## src/rtl/pulse_seq_pkg.sv

```systemverilog
// Shared definitions for the pulse sequencer: FSM state encoding and the
// width of the per-entry repeat count.
package pulse_seq_pkg;

    // Sequencer FSM states.
    typedef enum logic [1:0] {
        ST_IDLE    = 2'd0,
        ST_LOADING = 2'd1,
        ST_RUNNING = 2'd2,
        ST_FINISH  = 2'd3
    } seq_state_t;

    // Width of the REPEAT input and of the pulse counter.
    localparam int REP_W = 8;

endpackage : pulse_seq_pkg

```

## src/rtl/period_table.sv

```systemverilog
// Period table: DEPTH x WIDTH register file, one synchronous write port and
// one combinational read port. Contents are deliberately not reset.
// A read in the same cycle as a write to the same address returns the old
// contents, since the write only lands on the clock edge.
module period_table #(
    parameter int WIDTH = 16,
    parameter int DEPTH = 8,
    parameter int AW    = 3
) (
    input  logic             clk,
    input  logic             wr_en,
    input  logic [AW-1:0]    wr_addr,
    input  logic [WIDTH-1:0] wr_data,
    input  logic [AW-1:0]    rd_addr,
    output logic [WIDTH-1:0] rd_data
);

    logic [WIDTH-1:0] mem_q [DEPTH];

    // Synchronous write port.
    always_ff @(posedge clk) begin
        if (wr_en) begin
            mem_q[wr_addr] <= wr_data;
        end
    end

    assign rd_data = mem_q[rd_addr];

endmodule : period_table

```

## src/rtl/pulse_sequencer.sv

```systemverilog
// Pulse sequencer: plays a table of period values into a pulse_generator.
// Each entry is loaded with a one-cycle LOAD strobe and then allowed to run
// for REPEAT generator pulses (rising edges of PULSE_IN) before the next
// entry is loaded. After the last entry a one-cycle DONE strobe is issued.
//
// All outputs are registered. Output registers are computed from the next
// state so that LOAD rises on the same edge that enters LOADING (one cycle
// after START is sampled). DBG_STATE exposes the FSM state register.
module pulse_sequencer
    import pulse_seq_pkg::*;
#(
    parameter int WIDTH = 16,
    parameter int DEPTH = 8,
    parameter int AW    = 3
) (
    input  logic             CLK,
    input  logic             RESET,
    input  logic             WR_EN,
    input  logic [AW-1:0]    WR_ADDR,
    input  logic [WIDTH-1:0] WR_DATA,
    input  logic [AW:0]      SEQ_LEN,
    input  logic [REP_W-1:0] REPEAT,
    input  logic             START,
    input  logic             ABORT,
    input  logic             PULSE_IN,
    output logic             LOAD,
    output logic [WIDTH-1:0] LOAD_VALUE,
    output logic             BUSY,
    output logic             DONE,
    output logic [AW-1:0]    CUR_INDEX,
    output seq_state_t       DBG_STATE
);

    localparam logic [AW-1:0]    IDX_ONE = AW'(1);
    localparam logic [REP_W-1:0] CNT_ONE = REP_W'(1);

    seq_state_t       state_q, state_d;
    logic [AW-1:0]    idx_q, idx_d;
    logic [AW-1:0]    len_last_q, len_last_d;   // SEQ_LEN-1, captured on START
    logic [REP_W-1:0] rep_last_q, rep_last_d;   // max(REPEAT,1)-1, captured on START
    logic [REP_W-1:0] cnt_q, cnt_d;             // PULSE_IN edges seen for this entry
    logic             pulse_prev_q;
    logic             pulse_rise;

    logic             load_q, load_d;
    logic             busy_q, busy_d;
    logic             done_q, done_d;
    logic [WIDTH-1:0] load_value_q, load_value_d;

    logic [WIDTH-1:0] table_rd_data;

    // The table is addressed with the next index so the value is ready to be
    // registered on the edge that enters LOADING.
    period_table #(
        .WIDTH (WIDTH),
        .DEPTH (DEPTH),
        .AW    (AW)
    ) u_period_table (
        .clk     (CLK),
        .wr_en   (WR_EN),
        .wr_addr (WR_ADDR),
        .wr_data (WR_DATA),
        .rd_addr (idx_d),
        .rd_data (table_rd_data)
    );

    assign pulse_rise = PULSE_IN & ~pulse_prev_q;

    // State, counters, PULSE_IN history and output registers.
    always_ff @(posedge CLK or posedge RESET) begin
        if (RESET) begin
            state_q      <= ST_IDLE;
            idx_q        <= '0;
            len_last_q   <= '0;
            rep_last_q   <= '0;
            cnt_q        <= '0;
            pulse_prev_q <= 1'b0;
            load_q       <= 1'b0;
            busy_q       <= 1'b0;
            done_q       <= 1'b0;
            load_value_q <= '0;
        end else begin
            state_q      <= state_d;
            idx_q        <= idx_d;
            len_last_q   <= len_last_d;
            rep_last_q   <= rep_last_d;
            cnt_q        <= cnt_d;
            pulse_prev_q <= PULSE_IN;
            load_q       <= load_d;
            busy_q       <= busy_d;
            done_q       <= done_d;
            load_value_q <= load_value_d;
        end
    end

    // Next-state, index and pulse-count logic; ABORT overrides everything
    // outside IDLE, including a completion edge in the same cycle.
    always_comb begin
        state_d    = state_q;
        idx_d      = idx_q;
        len_last_d = len_last_q;
        rep_last_d = rep_last_q;
        cnt_d      = cnt_q;

        case (state_q)
            ST_IDLE: begin
                if (START && (SEQ_LEN != '0)) begin
                    state_d    = ST_LOADING;
                    idx_d      = '0;
                    // SEQ_LEN is 1..DEPTH here, so the low bits minus one
                    // give the last index without needing the top bit.
                    len_last_d = SEQ_LEN[AW-1:0] - IDX_ONE;
                    rep_last_d = (REPEAT == '0) ? '0 : (REPEAT - CNT_ONE);
                end
            end
            ST_LOADING: begin
                // Edges arriving while the generator is being loaded are not counted.
                cnt_d   = '0;
                state_d = ST_RUNNING;
            end
            ST_RUNNING: begin
                if (pulse_rise) begin
                    if (cnt_q == rep_last_q) begin
                        if (idx_q == len_last_q) begin
                            state_d = ST_FINISH;
                        end else begin
                            idx_d   = idx_q + IDX_ONE;
                            state_d = ST_LOADING;
                        end
                    end else begin
                        cnt_d = cnt_q + CNT_ONE;
                    end
                end
            end
            ST_FINISH: begin
                state_d = ST_IDLE;
            end
            default: begin
                state_d = ST_IDLE;
            end
        endcase

        if (ABORT && (state_q != ST_IDLE)) begin
            state_d = ST_IDLE;
            idx_d   = idx_q;
        end
    end

    // Moore outputs, decoded from the next state and registered above.
    always_comb begin
        load_d       = (state_d == ST_LOADING);
        busy_d       = (state_d == ST_LOADING) || (state_d == ST_RUNNING);
        // A zero-length START completes at once without leaving IDLE.
        done_d       = (state_d == ST_FINISH) ||
                       ((state_q == ST_IDLE) && START && (SEQ_LEN == '0));
        load_value_d = (state_d == ST_LOADING) ? table_rd_data : load_value_q;
    end

    assign LOAD       = load_q;
    assign LOAD_VALUE = load_value_q;
    assign BUSY       = busy_q;
    assign DONE       = done_q;
    assign CUR_INDEX  = idx_q;
    assign DBG_STATE  = state_q;

endmodule : pulse_sequencer
```

## config.mk

```make
export PLATFORM = sky130hd
export DESIGN_NAME = pulse_sequencer
export DESIGN_NICKNAME = d
export VERILOG_FILES = /design/src/rtl/pulse_seq_pkg.sv /design/src/rtl/period_table.sv /design/src/rtl/pulse_sequencer.sv
export SDC_FILE = /design/constraint.sdc
export NUM_CORES = 1
export LEC_CHECK = 0
export ABC_AREA = 1
export ABC_CLOCK_PERIOD_IN_PS = 2700
export BUFFER_PORTS_ARGS = -buffer_cell sky130_fd_sc_hd__buf_2
export CELL_PAD_IN_SITES_DETAIL_PLACEMENT = 1
export CELL_PAD_IN_SITES_GLOBAL_PLACEMENT = 1
export CORE_ASPECT_RATIO = 0.8
export CORE_MARGIN = 5
export CORE_UTILIZATION = 47
export CTS_CLUSTER_DIAMETER = 150
export DETAILED_ROUTE_END_ITERATION = 12
export PLACE_DENSITY = 0.83
export SYNTH_ARGS = -nofsm -noshare
export SYNTH_HDL_FRONTEND = slang
export SYNTH_SLANG_ARGS = --single-unit
```

## constraint.sdc

```tcl
create_clock -name CLK -period 2.7 [get_ports CLK]
set_input_delay 0.54 -clock CLK [delete_from_list [all_inputs] [get_ports CLK]]
set_output_delay 0.54 -clock CLK [all_outputs]
set_load 0.02 [all_outputs]
```

Yosys cells after proc, flatten, opt, wreduce, memory -nomap -nowiden:

Memories as Yosys holds them, arrays and structs flattened. A register that Yosys moved wholly into a read port is not among the register bits.
Index checks and enable logic that the tools add are counted.
Widths: inputs -> output; s select.

* memories kept: 1
* RAM bits: 128
* logic and storage cells: 58
* output and inout bits: 24
* bits in registers: 28
* input port bits: 37

Memory list
* u_period_table.mem_q: words 8, bits a word 16, rd ports 1, clocked after memory_dff 1, write ports 1, line period_table.sv:18 `logic [WIDTH-1:0] mem_q [DEPTH];`

* bitwise gates (word level): 2
* multiplexer cells: 18
* $add $sub $neg: 4
* reduce and logical (&&, ||, !) cells: 14
* equal/unequal tests: 10

Operator list (number)
* $mux 8: 3
* $pmux 8 s2: 1
* $mux 3: 5
* $mux 2: 5
* $add 8x1->8 const B: 1
* $eq 2x2->1 const B: 4
* $eq 8x8->1: 1
* $logic_not 8->1: 1
* $pmux 2 s4: 1
* $sub 8x1->8 const B: 1
* $pmux 3 s2: 1
* $eq 2x1->1 const B: 2
* $logic_and 1x1->1: 4
* $logic_not 4->1: 1
* $ne 2x2->1 const B: 2
* $reduce_bool 2->1: 2
* $reduce_bool 4->1: 1
* $add 3x1->3 const B: 1
* $eq 3x3->1: 1
* $reduce_and 3->1: 1
* $sub 3x1->3 const B: 1
* $logic_not 2->1: 1
* $logic_or 1x1->1: 2
* $mux 1: 2
* other kinds (3): 3

Depth between registers and ports, before layout:

* word-level depth: 8
* depth in mapped cells: 18
* mapped depth without buffers: 16

Hierarchy:

A second synthesis with hierarchy kept.

* cells, all modules: 825
* area, all modules: 7926.4 um^2

Modules (own cells, without submodules)
* period_table: cells each 571, instances 1, area each 5669.2 um^2
* pulse_sequencer: cells each 254, instances 1, area each 2257.2 um^2

Worst setup path before layout:

No wires, ideal clock.

* path type: in2reg
* start: in SEQ_LEN[0]
* end: reg load_value_q[0], in the netlist LOAD_VALUE[0], read port of u_period_table.mem_q
* cell stages on the path: 13
* arrival: 2.218 ns
* setup slack: 0.365 ns
* data required time: 2.583 ns
* path through: inv_1 -> ha_1 -> nand2_1 -> nand2_1 -> nor2_2 -> nor2_1 -> a21oi_1 -> ha_1 -> clkbuf_1 -> inv_1 -> clkbuf_1 -> nand2_1 -> nand2_1

* word-level cells in the longest chain between the ends: 6

RTL lines
* from (decl): line pulse_sequencer.sv:21 `input logic [AW:0] SEQ_LEN,`
* $reduce_bool 4->1: line pulse_sequencer.sv:107 `if (START && (SEQ_LEN != '0)) begin`
* $logic_and 1x1->1: line pulse_sequencer.sv:107
* $mux 2: line pulse_sequencer.sv:107
* $pmux 2 s4: line pulse_sequencer.sv:105 `case (state_q)`
* $mux 2: line pulse_sequencer.sv:143 `if (ABORT && (state_q != ST_IDLE)) begin`
* named net state_d[0]: line pulse_sequencer.sv:37 `seq_state_t state_q, state_d;`
* $eq 2x1->1
* named net load_d: line pulse_sequencer.sv:45 `logic load_q, load_d;`
* to (decl): line pulse_sequencer.sv:48 `logic [WIDTH-1:0] load_value_q, load_value_d;`

The timed path passes the listed nets, and every way through them passes these cells.
A chain may end at the register's enable or synchronous reset.

Worst setup path after layout:

* start: reg idx_q[0], in the netlist CUR_INDEX[0]
* end: reg load_value_q[4], in the netlist LOAD_VALUE[4], read port of u_period_table.mem_q

* word-level cells in the longest chain between the ends: 7

RTL lines
* from (decl): line pulse_sequencer.sv:38 `logic [AW-1:0] idx_q, idx_d;`
* from (signal assigned): line pulse_sequencer.sv:84 `idx_q <= idx_d;`
* $eq 3x3->1: line pulse_sequencer.sv:124 `if (idx_q == len_last_q) begin`
* $mux 2: line pulse_sequencer.sv:124
* $mux 2: line pulse_sequencer.sv:123 `if (cnt_q == rep_last_q) begin`
* $mux 2: line pulse_sequencer.sv:122 `if (pulse_rise) begin`
* $pmux 2 s4: line pulse_sequencer.sv:105
* $mux 2: line pulse_sequencer.sv:143
* named net state_d[1]: line pulse_sequencer.sv:37
* $eq 2x1->1
* named net load_d: line pulse_sequencer.sv:45

The timed path passes the listed nets, and every way through them passes these cells.

==> summary.txt <==
Run status
  • Status: complete, no violations

Clocking
  • Clock net sink count: around 170
  • Worst-Skew Late Latency: 430 ps
  • CTS H-tree lvls: 4
  • Clock buffer depth: 2
  • Post-CTS sizing: 0
  • Clk root buf: clkbuf_16
  • TritonCTS clock tree: yes
  • CTS clk-pin slew, worst paths: about 70 ps
  • Number of CTS-inserted buffers: 17

Yosys
  • Mapped Cells: around 730
  • Yosys top cell by area: edfxtp_1
  • Register area share after synthesis: approximately two thirds
  • Post-synthesis net count: between 700 and 800
  • Synthesized area: ~7500 sq um
  • Avg Cell Area, Syn: around 10 sq um
  • Ys Warns: 0
  • Synth top area cells: edfxtp_1 51%, dfrtp_1 15%, nand2_1 13%
  • Post-synth top area share: between 50 and 60%
  • Cell variety after synth: 26
  • Yosys reg bits: 172

Route
  • # DRC: 0
  • WL final: 20.0 mm
  • Routed vias: around 5,500
  • Pre-Repair DR Iteration Count: 5
  • Post-route ant nets: 0
  • Drt first-iter violations: 344
  • DR WL/cell: 19.6 um
  • Via/cell ratio: 5.39

Global route
  • Largest net degree at the start of global routing: 66
  • Vias in the first global route: slightly below 6,000
  • First-pass GRT wire length: about 31 mm
  • Gr ovfl total: 0
  • Initial antenna violation count: 1
  • All-Layer GR Usage: a little under a quarter

Timing
  • Fin crit period: between 2000 and 2500 ps
  • Final TNS setup: 0 ps
  • RSZ-0062 raised after global routing: no
  • Crit share post-route: 92.5%
  • Final hold vios: 0
  • Fin. max-slew vios: 0
  • Fmax: 400 MHz
  • Worst slew pin tran: between 700 and 800 ps
  • Clk_skew: between 5 and 6 ps
  • Final setup viols: 0
  • Rel. slew slack: ~53%

Cells and area
  • Most common cell after layout, fill and taps aside: nand2_1
  • Fin nets: ~840
  • Area of the multi-input gates: around 2200 sq um
  • Register Area: about 4900 sq um
  • Commonest non-fill, non-tap cells in the layout: 250 x nand2_1, 140 x nand3_1, 128 x edfxtp_1
  • Share of cells above drive strength 1: around 16%
  • Utilization after layout: between 50% and 60%
  • Fill cells: approximately 1,800
  • Synth-to-layout area growth: 15.6%

Critical path
  • Cell mode on critical path: nand2_1
  • Worst-path cell chain: inv_1 > nand2_1 > nand2_1 > nand3_1 > nand2_1 > inv_1 > nand2_2 > nand2_2 > a21oi_1 > inv_1 > ha_1 > inv_1 > nand2_1 > nand2_1
  • CP startpoint kind: register
  • Crit Path Max Fanout: 16
  • Slowest cell delay on critical path: around 520 ps
  • CP endpoint kind: register
  • CP max stage cell: inv_1
  • Worst Path Arrival: about 2900 ps
  • WS Path Type: reg2reg
  • Critical Path RT: around 3100 ps
  • Top delay family on crit path: buffers and inverters
  • Worst path buffer plus inverter count: 4

Power and ir drop
  • Clock power frac: slightly below 30%
  • Switch share: between 30 and 40%
  • Max VDD drop: 0.000473 V
  • P_int: approximately 0.0053 W
  • Power share of the combinational group: 30.6%
  • Pwr Density: approximately 970 nW/um^2
  • Power Total: 0.00841 W
  • Sequential share of power: approximately two fifths
  • Leak: between 3 and 4 nW
  • Sw Pwr: 0.00307 W

Floorplan
  • Placeable Area: 15,700 sq um
  • Chip height: approximately 120 um
  • Die ar.: roughly 19,000 sq um
  • Io pins: between 60 and 70
  • Row count: between 40 and 50
  • Die W: 151 um
  • Initial Utilization: between 40% and 50%

Run
  • Max-cap violations: 0

Hold path
  • Hold Path Class: in2reg

Place
  • Final HPWL DP: roughly 12 mm
  • Routability cong.: approximately 0.79
  • I/O Buffers: 60
## metrics by stage
| step | std cells | area, sq um | hold WS [ps] | worst slack [ps] |
|---|---|---|---|---|
| finish | 1023 | 8670 | 235 | 202 |
| global route | 1023 | 8670 | 222 | 22.9 |
| CTS | 1022 | 8670 | 220 | 174 |
| detailed placement | 989 | 8070 | 457 | 206 |
| global placement | 989 | 8070 | 455 | 308 |
| floorplan | 725 | 7500 | 473 | 365 |
## sequential cells by signal (all words and copies together), names as in the netlist
name and cells:
rep_last_q 8, u_period_table.mem_q 128, DONE 1, len_last_q 3
CUR_INDEX 3, LOAD 1, cnt_q 8, BUSY 1
LOAD_VALUE 16, DBG_STATE 2, pulse_prev_q 1
## worst reg2reg max path: cells and delay by family, from the launching register on
kind | cells | cell delay, ps
buffers and inverters | 4 | 830
AND/OR/NAND/NOR | 8 | 710
flip-flops | 1 | 430
AO/OA/AOI/OAI | 1 | 250
adder cells (fa/ha/maj) | 1 | 210
## power by group through the flow
stage | registers (W) | clock network (W) | logic [W]
floorplan | 0.00357 | 0 | 0.00147
CTS | 0.00339 | 0.00248 | 0.00260
global placement | 0.00342 | 0 | 0.00243
finish | 0.00339 | 0.00245 | 0.00258
detailed placement | 0.00344 | 0 | 0.00254
global route | 0.00342 | 0.00261 | 0.00282
## logic make-up after synthesis
kind of cell / Yosys count / share of synthesized area [%]
compound gates: 28 / 2.20
xor+xnor: 13 / 1.52
fa+ha+maj: 6 / 1.00
buf+inv: 79 / 5.14
flops: 172 / 65.9
simple gates: 427 / 24.2
## per-layer routing
layer,global-route usage (%),part of all wire (%),vias to the layer above
met5,0,0,-
met4,6.17,0.80,0
met3,5.24,5.2,15
met2,40.2,53,139
met1,27.6,41,2771
li1,-,-,2584
## worst paths after layout
check | from | endpoint | slack [ps] | cells after the start
max | CUR_INDEX[0] | LOAD_VALUE[4] | 200 | 14
min | PULSE_IN | pulse_prev_q | 230 | 1
max reg2reg | CUR_INDEX[0] | LOAD_VALUE[4] | 200 | 14
min reg2reg | LOAD_VALUE[12] | LOAD_VALUE[12] | 490 | 2
max in group asynchronous | RESET | CUR_INDEX[1] | 1370 | 4
min in group asynchronous | RESET | LOAD_VALUE[1] | 560 | 3
## what timing repair did
item / 4_1_cts / 5_1_grt
setup buffers: 0 / 0
hold buffers: 1 / 0
endpoints found under the hold margin: 7 / 0
## cell type report
| cell class | count | area share, % |
|---|---|---|
| Clock inverter | 14 | 1.83 |
| Antenna cell | 1 | 0.0289 |
| Timing Repair Buffer | 83 | 6.06 |
| Clock buffer | 18 | 4.95 |
| Sequential cell | 172 | 57.0 |
| Tap cell | 215 | 3.10 |
| Multi-Input combinational cell | 474 | 25.0 |
| Inverter | 46 | 1.99 |
## Yosys cell counts
master    instances
buf_6             6
o22ai_1          13
inv_2             4
a21oi_1           5
inv_1            42
nand2_2           6
o31ai_1           1
nand2_1         250
xor2_1            9
o21ai_0           7
nand4_1           1
dfrtp_1          44
ha_1              6
nor2_1           22
clkbuf_1          4
xnor2_1           4
o21bai_1          1
buf_4             6
edfxtp_1        128
buf_2            17
nor2_2            1
a21oi_2           1
nor2_4            1
nand3_1         140
nor3_1            5
nand3b_1          1
No activity file was read; power rests on OpenSTA's default activity.
